<file path="src/rtl/fifo_pkg.sv">
// Shared FIFO helpers: pointer/level width functions, default threshold constants
// and the per-edge operation encoding used by sync_fifo and async_fifo successors.
package fifo_pkg;

  localparam int unsigned AFULL_MARGIN          = 2;
  localparam int unsigned DEFAULT_AEMPTY_THRESH = 2;

  typedef enum logic [1:0] {
    OP_IDLE  = 2'b00,
    OP_WR    = 2'b01,
    OP_RD    = 2'b10,
    OP_WR_RD = 2'b11
  } fifo_op_e;

  function automatic int unsigned ptr_width(input int unsigned depth);
    return (depth < 2) ? 1 : $clog2(depth);
  endfunction

  function automatic int unsigned level_width(input int unsigned depth);
    return $clog2(depth + 1);
  endfunction

endpackage

</file>
<file path="src/rtl/fifo_mem.sv">
// FIFO storage: one write port, one registered read port with enable, no reset.
module fifo_mem #(
  parameter int unsigned DATA_WIDTH = 32,
  parameter int unsigned DEPTH      = 16,
  parameter int unsigned ADDR_WIDTH = 4
) (
  input  logic                  clk,
  input  logic                  wr_en,
  input  logic [ADDR_WIDTH-1:0] wr_addr,
  input  logic [DATA_WIDTH-1:0] wr_data,
  input  logic                  rd_en,
  input  logic [ADDR_WIDTH-1:0] rd_addr,
  output logic [DATA_WIDTH-1:0] rd_q
);

  logic [DATA_WIDTH-1:0] mem [DEPTH];

  always_ff @(posedge clk) begin
    if (wr_en) mem[wr_addr] <= wr_data;
    if (rd_en) rd_q <= mem[rd_addr];
  end

endmodule

</file>
<file path="src/rtl/sync_fifo.sv">
// Single-clock FIFO with registered read data and level-decoded status flags.
// Optional sticky overflow/underflow outputs when SYNC_FIFO_ERR_FLAGS_EN is defined.
module sync_fifo
  import fifo_pkg::*;
#(
  parameter int unsigned DATA_WIDTH    = 32,
  parameter int unsigned DEPTH         = 16,
  parameter int unsigned AFULL_THRESH  = DEPTH - AFULL_MARGIN,
  parameter int unsigned AEMPTY_THRESH = DEFAULT_AEMPTY_THRESH
) (
  input  logic                          clk,
  input  logic                          rst,
  input  logic                          wr_en,
  input  logic [DATA_WIDTH-1:0]         wr_data,
  output logic                          wr_full,
  output logic                          wr_almost_full,
  input  logic                          rd_en,
  output logic [DATA_WIDTH-1:0]         rd_data,
  output logic                          rd_valid,
  output logic                          rd_empty,
  output logic                          rd_almost_empty,
  output logic [level_width(DEPTH)-1:0] level
`ifdef SYNC_FIFO_ERR_FLAGS_EN
  ,
  output logic                          overflow,
  output logic                          underflow
`endif
);

  localparam int unsigned PW = ptr_width(DEPTH);
  localparam int unsigned LW = level_width(DEPTH);

  logic [PW-1:0]         wr_ptr, rd_ptr;
  logic                  wr_accept, rd_accept;
  logic                  rd_loaded;
  logic [DATA_WIDTH-1:0] mem_q;
  fifo_op_e              op;

  assign wr_full         = (level == LW'(DEPTH));
  assign rd_empty        = (level == '0);
  assign wr_almost_full  = (level >= LW'(AFULL_THRESH));
  assign rd_almost_empty = (level <= LW'(AEMPTY_THRESH));

  assign wr_accept = wr_en && !wr_full;
  assign rd_accept = rd_en && !rd_empty;

  always_comb begin
    op = OP_IDLE;
    unique case ({rd_accept, wr_accept})
      2'b01:   op = OP_WR;
      2'b10:   op = OP_RD;
      2'b11:   op = OP_WR_RD;
      default: op = OP_IDLE;
    endcase
  end

  fifo_mem #(
    .DATA_WIDTH(DATA_WIDTH),
    .DEPTH     (DEPTH),
    .ADDR_WIDTH(PW)
  ) u_mem (
    .clk    (clk),
    .wr_en  (wr_accept),
    .wr_addr(wr_ptr),
    .wr_data(wr_data),
    .rd_en  (rd_accept),
    .rd_addr(rd_ptr),
    .rd_q   (mem_q)
  );

  // Storage has no reset, so rd_data reads as zero until the first load after reset.
  assign rd_data = rd_loaded ? mem_q : '0;

  always_ff @(posedge clk) begin
    if (rst) begin
      wr_ptr    <= '0;
      rd_ptr    <= '0;
      level     <= '0;
      rd_valid  <= 1'b0;
      rd_loaded <= 1'b0;
    end else begin
      rd_valid <= rd_accept;
      if (rd_accept) rd_loaded <= 1'b1;
      if (wr_accept) wr_ptr <= (wr_ptr == PW'(DEPTH - 1)) ? '0 : wr_ptr + PW'(1);
      if (rd_accept) rd_ptr <= (rd_ptr == PW'(DEPTH - 1)) ? '0 : rd_ptr + PW'(1);
      case (op)
        OP_WR:   level <= level + LW'(1);
        OP_RD:   level <= level - LW'(1);
        default: level <= level;
      endcase
    end
  end

`ifdef SYNC_FIFO_ERR_FLAGS_EN
  always_ff @(posedge clk) begin
    if (rst) begin
      overflow  <= 1'b0;
      underflow <= 1'b0;
    end else begin
      if (wr_en && wr_full)  overflow  <= 1'b1;
      if (rd_en && rd_empty) underflow <= 1'b1;
    end
  end
`endif

endmodule

</file>
<file path="config.mk">
export PLATFORM = sky130hd
export DESIGN_NAME = sync_fifo
export DESIGN_NICKNAME = d
export VERILOG_FILES = /design/src/rtl/fifo_pkg.sv /design/src/rtl/fifo_mem.sv /design/src/rtl/sync_fifo.sv
export SDC_FILE = /design/constraint.sdc
export NUM_CORES = 1
export LEC_CHECK = 0
export ABC_AREA = 1
export CAP_MARGIN = 20
export CORE_MARGIN = 4
export CORE_UTILIZATION = 35
export CTS_CLUSTER_SIZE = 8
export DETAILED_ROUTE_END_ITERATION = 12
export HOLD_SLACK_MARGIN = 0.02
export PLACE_DENSITY = 0.56
export SYNTH_ARGS = -nofsm -noshare
export SYNTH_HDL_FRONTEND = slang
export SYNTH_SLANG_ARGS = --single-unit
</file>
<file path="constraint.sdc">
create_clock -name clk -period 6.2 [get_ports clk]
set_input_delay 1.24 -clock clk [delete_from_list [all_inputs] [get_ports clk]]
set_output_delay 1.24 -clock clk [all_outputs]
set_load 0.05 [all_outputs]
</file>
---- Word-level counts from Yosys, hierarchy flattened ----
Memory sizes are Yosys's and may differ from the RTL's. A register that Yosys moved wholly into a read port is not among the register bits.
Cells that the tools add are included.
storage, ports and cells
  flip-flop bits (word level) ............. 15
  memories ................................ 1
  memory bits (writable) .................. 512
  input bits .............................. 36
cells by class
  multiplexer cells ....................... 7
  equal/unequal tests ..................... 8
  reductions and logical operators ........ 6
  add/sub/neg operators ................... 4
  $lt $le $gt $ge ......................... 2
memories
  name       words  bits a word  rd ports  clocked after Yosys merged registers in  wr ports  RTL line        text
  u_mem.mem  16     32           1         1                                        1         fifo_mem.sv:16  logic [DATA_WIDTH-1:0] mem [DEPTH];
operators by type and width
  operator             number
  $mux 32              1
  $pmux 5 s2           1
  $add 4x1->4 const B  2
  $eq 4x4->1 const B   2
  $mux 4               2
  $eq 2x2->1 const B   3
  $pmux 2 s3           1
  $add 5x1->5 const B  1
  $eq 5x5->1 const B   1
  $ge 5x4->1 const B   1
  $le 5x2->1 const B   1
  $logic_not 5->1      1
  $sub 5x1->5 const B  1
  $eq 2x1->1 const B   2
  $logic_and 1x1->1    2
  $logic_not 1->1      2
  $mux 1               2
  $reduce_bool 2->1    1

---- Longest topological paths before layout ----
Gate-level depths: netlist (run 1).
  depth after elaboration ................. 7
  mapped depth ............................ 13

---- By module ----
A second synthesis (run 1) with hierarchy kept.
unflattened totals
  cell total of the unflattened synthesis .. 2309
  area total of the unflattened synthesis .. 24200.7 sq um
by module, submodules not included
  module     sequential area each (sq um)  cells an instance  instances  area each (sq um)
  fifo_mem   16335.7                       2120               1          23050.9
  sync_fifo  300.3                         189                1          1149.9

---- Least setup slack after synthesis (run 1) ----
OpenSTA, ideal clock, no wires.
  path type ............................... input to register
  from .................................... input rd_en
  to ...................................... register level[3]
  required time ........................... 6.085 ns
  cell stages on the path ................. 9
  data arrival time ....................... 3.333 ns
  slack ................................... 2.751 ns
  path buffers ............................ 0
  cells stage by stage .................... nand2_1 -> inv_1 -> ha_1 -> ha_1 -> or2_2 -> nand3_1 -> nand2_1 -> o21ai_0 -> inv_1
between the ends
  word-level cells in the longest chain between the ends .. 5
ends and longest elaborated chain
  what                                             RTL line         text
  start, declared                                  sync_fifo.sv:17  input logic rd_en,
  $logic_and 1x1->1 (*)                            sync_fifo.sv:45  assign rd_accept = rd_en && !rd_empty;
  via rd_accept                                    sync_fifo.sv:34  logic wr_accept, rd_accept;
  $eq 2x2->1 or $eq 2x1->1 (tied branches)         sync_fifo.sv:49  unique case ({rd_accept, wr_accept})
  $pmux 2 s3 (*)                                   sync_fifo.sv:49
  $eq 2x2->1 or $eq 2x1->1 (tied branches)         sync_fifo.sv:86  case (op)
  $pmux 5 s2 or $reduce_bool 2->1 (tied branches)  -
  end signal, assigned                             sync_fifo.sv:87  OP_WR: level <= level + LW'(1);
  end signal, assigned                             sync_fifo.sv:88  OP_RD: level <= level - LW'(1);
  end signal, assigned                             sync_fifo.sv:89  default: level <= level;
  end, declared                                    sync_fifo.sv:22  output logic [level_width(DEPTH)-1:0] level
Mark *: on every way through the listed nets, which the timed path passes. The rest lies on a longest branch.
A chain may end at the register's enable or synchronous reset.

---- Final worst setup path (run 1) ----
  from .................................... register rd_loaded
  to ...................................... output rd_data[8]
between the ends
  word-level cells in the longest chain between the ends .. 1
ends and longest elaborated chain
  what                    RTL line         text
  start, declared         sync_fifo.sv:35  logic rd_loaded;
  start signal, assigned  sync_fifo.sv:80  rd_loaded <= 1'b0;
  start signal, assigned  sync_fifo.sv:83  if (rd_accept) rd_loaded <= 1'b1;
  $mux 32                 sync_fifo.sv:72  assign rd_data = rd_loaded ? mem_q : '0;
  end, declared           sync_fifo.sv:18  output logic [DATA_WIDTH-1:0] rd_data,
Every way passes these cells.

==> impl_metrics.toml, run 1 <==
[clocking]
cts_made_buffers = 79
clkTransAtPathRegs_ns = 0.05
post_cts_buffers = 0
cts_max_path_buffers = 3
cts_tree = "built"
ctsResizeCount = 0
clkSinkCount = 559
clk_latency_ns = 0.60
holdBufCountCts = 0
ctsRootBufferMaster = "clkbuf_16"
htreeDepth = 3

[floorplan]
floorplan.initialDensity = 0.355
core_um2 = 67500
dieArea_um2 = 72800
io_pins = 78
die_h_um = 270
die_w_um = 270
row_count = 95

[power]
power.density_nw_per_um2 = 390
pwr-share-comb = 0.228
p_clk_frac = 0.352
switching_power_w = 0.00336
p_seq_frac = 0.420
sw_frac_of_total = 0.310
ir_worst_vdd_uv = 486
leakage_nw = 11.6
p_int_w = 0.00749

[synthesis]
synth_nets = 2357
async_reset_ff_frac = 0
yosysMostFrequentCell = "nand2_1"
yosys_warnings = 0
yosys.area.top_type_share = 0.681
synth_edf_count = 544
ys_types = 23
avgSynthCellArea_um2 = 10.4
dominantRegCellSynth = "edfxtp_1"
ys_top_cells_by_area = "edfxtp_1 (68%), nand2_1 (14%), inv_1 (5.3%), nand3_1 (4.9%), nor2_1 (1.6%)"
ys_top_cells_by_count = "nand2_1 (894), edfxtp_1 (544), inv_1 (341)"
netlist_area_um2 = 24000
netlist_instances = 2311
yosys.area.top_type = "edfxtp_1"
seq_area_frac_synth = 0.694
synth-seq-cells = 559

[critical_path]
startpoint_type = "register"
arrival_ns = 2.68
ff2ff_path_depth = 9
cp.required_ns = 4.96
path_max_fanout = 33
cp-end-kind = "primary output"
worstSetupPathType = "reg2out"

[sta]
slew_violations = 0
rsz0062_at_grt = "no"
fin_crit_sh = 0.633
tightest_slew_ns = 1.13
slew_headroom = 0.249
clock.fmax_mhz = 255
finalHoldViolCount = 0
post-route-min-period_ns = 3.92
worst_clock_skew_ns = 0.0232
finalSetupTns_ns = 0
setup_viol = 0

[placement]
dpl.hpwl_mm = 32.2
place_congestion = 0.763
io_buffers = 77
placed_cells = 3181

[job]
drv_cap = 0

[global_route]
antenna_found_initial = 1
busiest_layer = "met2"
grt_usage = 0.160
use_met3 = 0.0276
first_global_vias = 15293
met2_usage = 0.259
grt_pass1_wl_mm = 91.2
use_met1 = 0.218
grt_max_degree = 151
grt_overflow = 0

[run_status]
status = "completed"

[route]
drtIter0Drc = 1277
wl_per_cell_um = 18.0
post-route-drc-count = 0
drt_pass1_iterations = 5
antenna_left = 0
via_per_inst = 4.73
wl_mm = 59.0
dr_total_vias = 15484

[final_layout]
area_delta_synth_final_pct = 15.9
final_cells = 3277
n_antenna_cell = 0
final_core_util = 0.412
nNetsFinal = 2437
drive_gt1_frac = 0.0591

[min_path]
min_path_cells = 2
min_path_type = "reg2reg"
==> through the flow <==
stage | power [W] | setup slack [ns] | instance area, um2 | hold slack [ns]
2_1_floorplan | 0.00640 | 2.75 | 24000 | 0.522
3_3_place_gp | 0.00711 | 2.23 | 25500 | 0.551
3_5_place_dp | 0.00712 | 2.27 | 25600 | 0.557
4_1_cts | 0.0110 | 2.15 | 27700 | 0.569
5_1_grt | 0.0114 | 2.06 | 27800 | 0.598
6_report | 0.0108 | 2.28 | 27800 | 0.567
==> sequential cells by signal (all words and copies together), names as in the netlist <==
register    count
level           5
rd_loaded       1
rd_ptr          4
rd_valid        1
u_mem.mem     512
u_mem.rd_q     32
wr_ptr          4
==> worst max-delay path, cell delays in order (launching register included) <==
cell and delay [ns]:
dfxtp_2 1.03, nand2_1 0.14, inv_1 0.09, clkdlybuf4s50_1 0.81
==> layout by cell type, fill, tap and decap left out, drive strengths merged, types with 15 or more instances in the layout <==
master	count
nor2	103
clkdlybuf4s50	77
edfxtp	544
buf	29
dfxtp	15
clkbuf	91
o21ai	39
nand2	894
nand3	236
inv	345
==> layer usage <==
metal / up-vias / part of all wire
met5: - / 0.00019
met4: 2 / 0.026
met3: 87 / 0.056
met2: 411 / 0.47
met1: 7450 / 0.45
li1: 7534 / -
==> power groups by stage <==
stage	clock (W)	sequential, W	combinational [W]
final	0.00382	0.00455	0.00248
after global routing	0.00407	0.00457	0.00277
after CTS	0.00390	0.00456	0.00251
after detailed placement	0	0.00462	0.00250
after global placement	0	0.00463	0.00248
after floorplan	0	0.00462	0.00178
==> final timing paths <==
kind | start | endpoint | slack (ns)
max | rd_loaded$_SDFFE_PP0P_ | rd_data[8] | 2.28
max reg2reg | rd_ptr[0]$_SDFFE_PP0P_ | u_mem.rd_q[26]$_DFFE_PP_ | 3.02
min | wr_ptr[1]$_SDFFE_PP0P_ | wr_ptr[1]$_SDFFE_PP0P_ | 0.57
min reg2reg | wr_ptr[1]$_SDFFE_PP0P_ | wr_ptr[1]$_SDFFE_PP0P_ | 0.57
==> final cells by class <==
type,instances,area (um2)
Clock buffer,91,2110
Tap cell,873,1090
Inverter,344,1300
Sequential cell,559,16600
Multi-Input combinational cell,1301,5500
Timing Repair Buffer,106,1120
Fill cell,6401,39700
Clock inverter,3,26.3
==> kinds of logic (layout without fill, tap and decap cells) <==
kind of cell               Yosys count  after routing  synth area share
and+or+nand+nor                   1238           1238             0.207
adders and majority gates           10             10           0.00553
buffers and inverters              451            544            0.0822
AOI/OAI and AO/OA                   48             48            0.0100
xor gates and xnor gates             5              5           0.00183
DFF                                559            559             0.694
Note: power is estimated with default switching activity, not from simulation.
==> run 2: changes to the inputs <==
--- a/config.mk
+++ b/config.mk
@@ -12,7 +12,7 @@
 export CTS_CLUSTER_SIZE = 8
 export DETAILED_ROUTE_END_ITERATION = 12
 export HOLD_SLACK_MARGIN = 0.02
-export PLACE_DENSITY = 0.56
+export PLACE_DENSITY = 0.58
 export SYNTH_ARGS = -nofsm -noshare
 export SYNTH_HDL_FRONTEND = slang
 export SYNTH_SLANG_ARGS = --single-unit
==> constraint.sdc (replaced) <==
create_clock -name clk -period 3.4 [get_ports clk]
set_input_delay 0.68 -clock clk [delete_from_list [all_inputs] [get_ports clk]]
set_output_delay 0.68 -clock clk [all_outputs]
set_load 0.05 [all_outputs]
==> impl_metrics.toml, run 2 (synthesized netlist as in run 1, its figures left out) <==
[run_status]
status = "completed"

[clocking]
clk_latency_ns = 0.61
clkTransAtPathRegs_ns = 0.06
cts_tree = "built"
post_cts_buffers = 0
cts_made_buffers = 79
cts_max_path_buffers = 3
ctsRootBufferMaster = "clkbuf_16"
holdBufCountCts = 0
clkSinkCount = 559
ctsResizeCount = 0
htreeDepth = 3

[global_route]
grt_overflow = 0
grt_usage = 0.160
grt_max_degree = 165
antenna_found_initial = 0
first_global_vias = 15728
grt_pass1_wl_mm = 91.5

[sta]
fin_crit_sh = 0.898
timing.final.ws_setup_ns = 0.346
holdWs_ns = 0.577
slew_headroom = 0.388
worst_clock_skew_ns = 0.0231
clock.fmax_mhz = 327
setup_viol = 0
rsz0062_at_grt = "no"
finalHoldViolCount = 0
finalSetupTns_ns = 0
post-route-min-period_ns = 3.05
slew_violations = 0
tightest_slew_ns = 0.916

[floorplan]
floorplan.initialDensity = 0.355
die_h_um = 270
io_pins = 78
die_w_um = 270
row_count = 95
dieArea_um2 = 72800
core_um2 = 67500

[critical_path]
path_max_fanout = 17
worstSetupPathType = "reg2out"
crit_start = "rd_loaded$_SDFFE_PP0P_"
crit_chain = "buf_4 > nand2_1 > inv_1 > clkdlybuf4s50_1"
cp_slowest_cell = "clkdlybuf4s50_1"
critPathMaxStageDelay_ns = 0.80
regToRegStartpoint = "level[0]$_SDFFE_PP0P_"
ff2ff_path_depth = 11
arrival_ns = 2.37
endpoint = "rd_data[6]"
startpoint_type = "register"
cp-end-kind = "primary output"
cp.required_ns = 2.72
r2r_slack_ns = 0.91
r2r_end = "level[3]$_SDFFE_PP0P_"

[final_layout]
layout_common_cells = "nand2_1 (894), edfxtp_1 (544), inv_1 (340)"
largest_reg_flops = 512
n_antenna_cell = 0
nNetsFinal = 2445
reg_top3 = "u_mem.mem (512), u_mem.rd_q (32), level (5)"
drive_gt1_frac = 0.0622
top_register = "u_mem.mem"
final_common_cell = "nand2_1"
area_delta_synth_final_pct = 16.6

[min_path]
min_path_type = "reg2reg"
holdCritStartpoint = "wr_ptr[1]$_SDFFE_PP0P_"

[power]
ir_worst_vdd_uv = 759
power.density_nw_per_um2 = 711
total_power_w = 0.0199
leakage_nw = 11.6

[route]
drt_pass1_iterations = 5
dr_total_vias = 15652
wl_mm = 58.8
wl_per_cell_um = 17.9
antenna_left = 0
via_per_inst = 4.76
post-route-drc-count = 0
drtIter0Drc = 1299

[placement]
place_congestion = 0.796
io_buffers = 77
place_ws_ns = 0.446
dpl.hpwl_mm = 33.0

[job]
drv_cap = 0
## run 2: changes by cell type in the layout (fill, tap and decap cells not counted), sizes merged
cell,before,now
buf,29,37
clkbuf,91,88
clkinv,2,4
inv,345,346
## run 2: area by class of cell
cell class,instances,area (um2)
fillers,6387,39600
flip-flops and latches,559,16600
multi-input cells,1301,5500
clock buffers,88,2030
repair buffers,114,1300
inverters,344,1300
well taps,873,1090
clock inverters,6,86.3
## run 2: how the worst min path moves through the flow
stage | end | cells after the start
CTS | wr_ptr[1]$_SDFFE_PP0P_ | 2
global route | wr_ptr[1]$_SDFFE_PP0P_ | 2
global placement | wr_ptr[1]$_SDFFE_PP0P_ | 2
floorplan | wr_ptr[1]$_SDFFE_PP0P_ | 2
detailed placement | wr_ptr[1]$_SDFFE_PP0P_ | 2
finish | wr_ptr[1]$_SDFFE_PP0P_ | 2
## run 2: critical path: cells and delay by family, from the launching register on
kind                   cells  cell delay [ns]
flip-flops                 1             0.58
buffers and inverters      3             1.10
AND/OR/NAND/NOR            1             0.06
## run 2: where the power goes
| part | leakage [nW] | internal (W) | switching [W] |
|---|---|---|---|
| Sequential | 5.05 | 0.00809 | 0.000193 |
| Clock | 1.03 | 0.00418 | 0.00275 |
| Combinational | 5.53 | 0.00135 | 0.00331 |
## run 2: per-stage QoR
stage | instance area, um2 | std cells | util
floorplan | 24000 | 2311 | -
global placement | 25800 | 3191 | 0.383
detailed placement | 25800 | 3191 | 0.383
CTS | 28000 | 3285 | 0.414
global route | 28000 | 3285 | 0.414
finish | 28000 | 3285 | 0.414
## run 2: metal layers
metal | up-vias | wire length [um] | track usage
li1 | 7557 | - | -
met1 | 7607 | 26400 | 0.215
met2 | 427 | 28300 | 0.271
met4 | 0 | 919 | 0.0444
met3 | 61 | 3090 | 0.0271
met5 | - | 0 | 0
==> edit, RTL diff (settings of run 2) <==
`DEPTH` is set to 16 in 2 places; all go to 8.
--- a/src/rtl/fifo_mem.sv
+++ b/src/rtl/fifo_mem.sv
@@ -2,5 +2,5 @@
 module fifo_mem #(
   parameter int unsigned DATA_WIDTH = 32,
-  parameter int unsigned DEPTH      = 16,
+  parameter int unsigned DEPTH      = 8,
   parameter int unsigned ADDR_WIDTH = 4
 ) (
--- a/src/rtl/sync_fifo.sv
+++ b/src/rtl/sync_fifo.sv
@@ -5,5 +5,5 @@
 #(
   parameter int unsigned DATA_WIDTH    = 32,
-  parameter int unsigned DEPTH         = 16,
+  parameter int unsigned DEPTH         = 8,
   parameter int unsigned AFULL_THRESH  = DEPTH - AFULL_MARGIN,
   parameter int unsigned AEMPTY_THRESH = DEFAULT_AEMPTY_THRESH
Interface: changed (resized level); port bits go from 78 to 77. No check against the original RTL was run, so the function may have changed too.
==> edit against run 2 <==
  * Count of clock-buffer cells in the layout down 37
  * Utilization up 1.3 points
  * Sequential cell count down 259
  * Wire length down 58%
  * Sequential power down 42%
  * Power down 42%
  * Area after synthesis down 51%
  * Worst setup slack worse by 0.0041 ns
  * Cell area down 49%
  * Register-to-register slack better by 0.24 ns
==> edit: results <==
[routing]
drtIter0Drc = 432
wirelength_um = 24800
via_per_inst = 4.84
first_pass_iters = 5

[place]
gp_congestion = 0.723
dp.cells = 1413
place_ws_ns = 0.620
port_buffers = 76
dp_hpwl_um = 13700
place_area_mm2 = 0.0131

[synthesis]
synth.net_count = 964
netlist_top_cells_count = 288 x edfxtp_1, 153 x nor2_1, 144 x nand2_1
synth_cell_types = 25
yosys-top-cells-area = edfxtp_1 73%, nor2_1 4.8%, o21ai_0 4.8%
ys_seq_area_frac = 0.750
syn_avg_cell_area_um2 = 12.9
synth_flop_cell = edfxtp_1
synth_edf_count = 288
ys_warn_count = 0

[status]
outcome = finished, final reports clean

[cells_and_area]
largestRegisters = u_mem.mem (256), u_mem.rd_q (32), level (4)
antenna_cells = 0
final_nets = 1053
drive_gt1_frac = 0.0775
stdcell_count = 1468
num-fill-cells = 3053

[pwr]
powerSeq_w = 0.00484
power.density_mw_per_mm2 = 810
vdd_ir_drop_max_mv = 0.460
comb_cell_power_w = 0.00300
swShare = 0.320
p_leak_nw = 5.08

[global_routing]
grt_max_degree = 131
first_global_vias = 7212
antenna_found_initial = 0
grtUsageTotal = 0.137
grt_pass1_wl_um = 40000

[hold_path]
hold_path_startpoint = wr_ptr[2]
hp-class = flip-flop to flip-flop

[sta]
fin_skew_ns = 0.0177
min_period_over_period = 0.899
maxSlewHeadroom = 0.477

[setup_path]
regToRegSetupSlack_ns = 1.15
cpLargestDelayFamily = buffers and inverters
cpMaxStageDelayCell = clkdlybuf4s50_1
critPathLaunch = rd_loaded
cp.arrival_ns = 2.38
max_stage_delay_ns = 0.79
crit_fanout = 21

[clock_tree]
cts_hold_buf = 0
htreeDepth = 2
clockRootBuffer = clkbuf_16
ctsResizeCount = 0
postCtsSetupBuffers = 0
clkTransAtPathRegs_ns = 0.05
ctsLongestPathBuffers = 3
cts_made_buffers = 43
clk_latency_ns = 0.52
edit: changes by cell type after synthesis, sizes merged, moves of 57 or more:
| cell | run 2 | this run |
|---|---|---|
| buf | 79 | 22 |
| edfxtp | 544 | 288 |
| o21ai | 39 | 133 |
| inv | 344 | 52 |
| nand2 | 894 | 144 |
| nand3 | 236 | 5 |
edit: worst min-delay path, cell delays in order, from the launching register on:
cell and delay [ns]:
dfxtp_1 0.33, inv_1 0.09, a211oi_1 0.07
edit: path summary, 6_finish.rpt:
path / to / depth (start not counted)
max: rd_data[20] / 4
min: wr_ptr[2] / 2
max reg2reg: level[3] / 12
min reg2reg: wr_ptr[2] / 2
edit: kinds of logic (layout without fill, tap and decap cells):
kind of cell,Yosys count,count (layout),share of synthesized area
flops,300,300,0.750
simple gates,303,303,0.0968
xor+xnor,2,2,0.00148
buf+inv,102,201,0.0387
compound gates,175,175,0.0785
mux,32,32,0.0270
fa+ha+maj,7,7,0.00739
edit: routing by layer:
| metal | GRT usage | routed length (um) | up-vias |
|---|---|---|---|
| met5 | 0 | 0 | - |
| met2 | 0.231 | 12000 | 161 |
| met4 | 0.0474 | 603 | 0 |
| li1 | - | - | 3416 |
| met3 | 0.0276 | 1230 | 40 |
| met1 | 0.178 | 10900 | 3488 |
edit: per-stage QoR:
stage,util,hold slack [ns]
floorplan,-,0.503
detailed placement,0.392,0.539
global placement,0.392,0.537
global route,0.427,0.594
finish,0.427,0.542
CTS,0.427,0.546
edit: cell type report:
class / instances / area, um2 / area share
clock buffers: 51 / 1110 / 0.0774
clock inverters: 4 / 56.3 / 0.00394
inverters: 52 / 196 / 0.0137
multi-input cells: 519 / 2560 / 0.179
flip-flops and latches: 300 / 8900 / 0.623
well taps: 448 / 561 / 0.0392
repair buffers: 94 / 908 / 0.0636
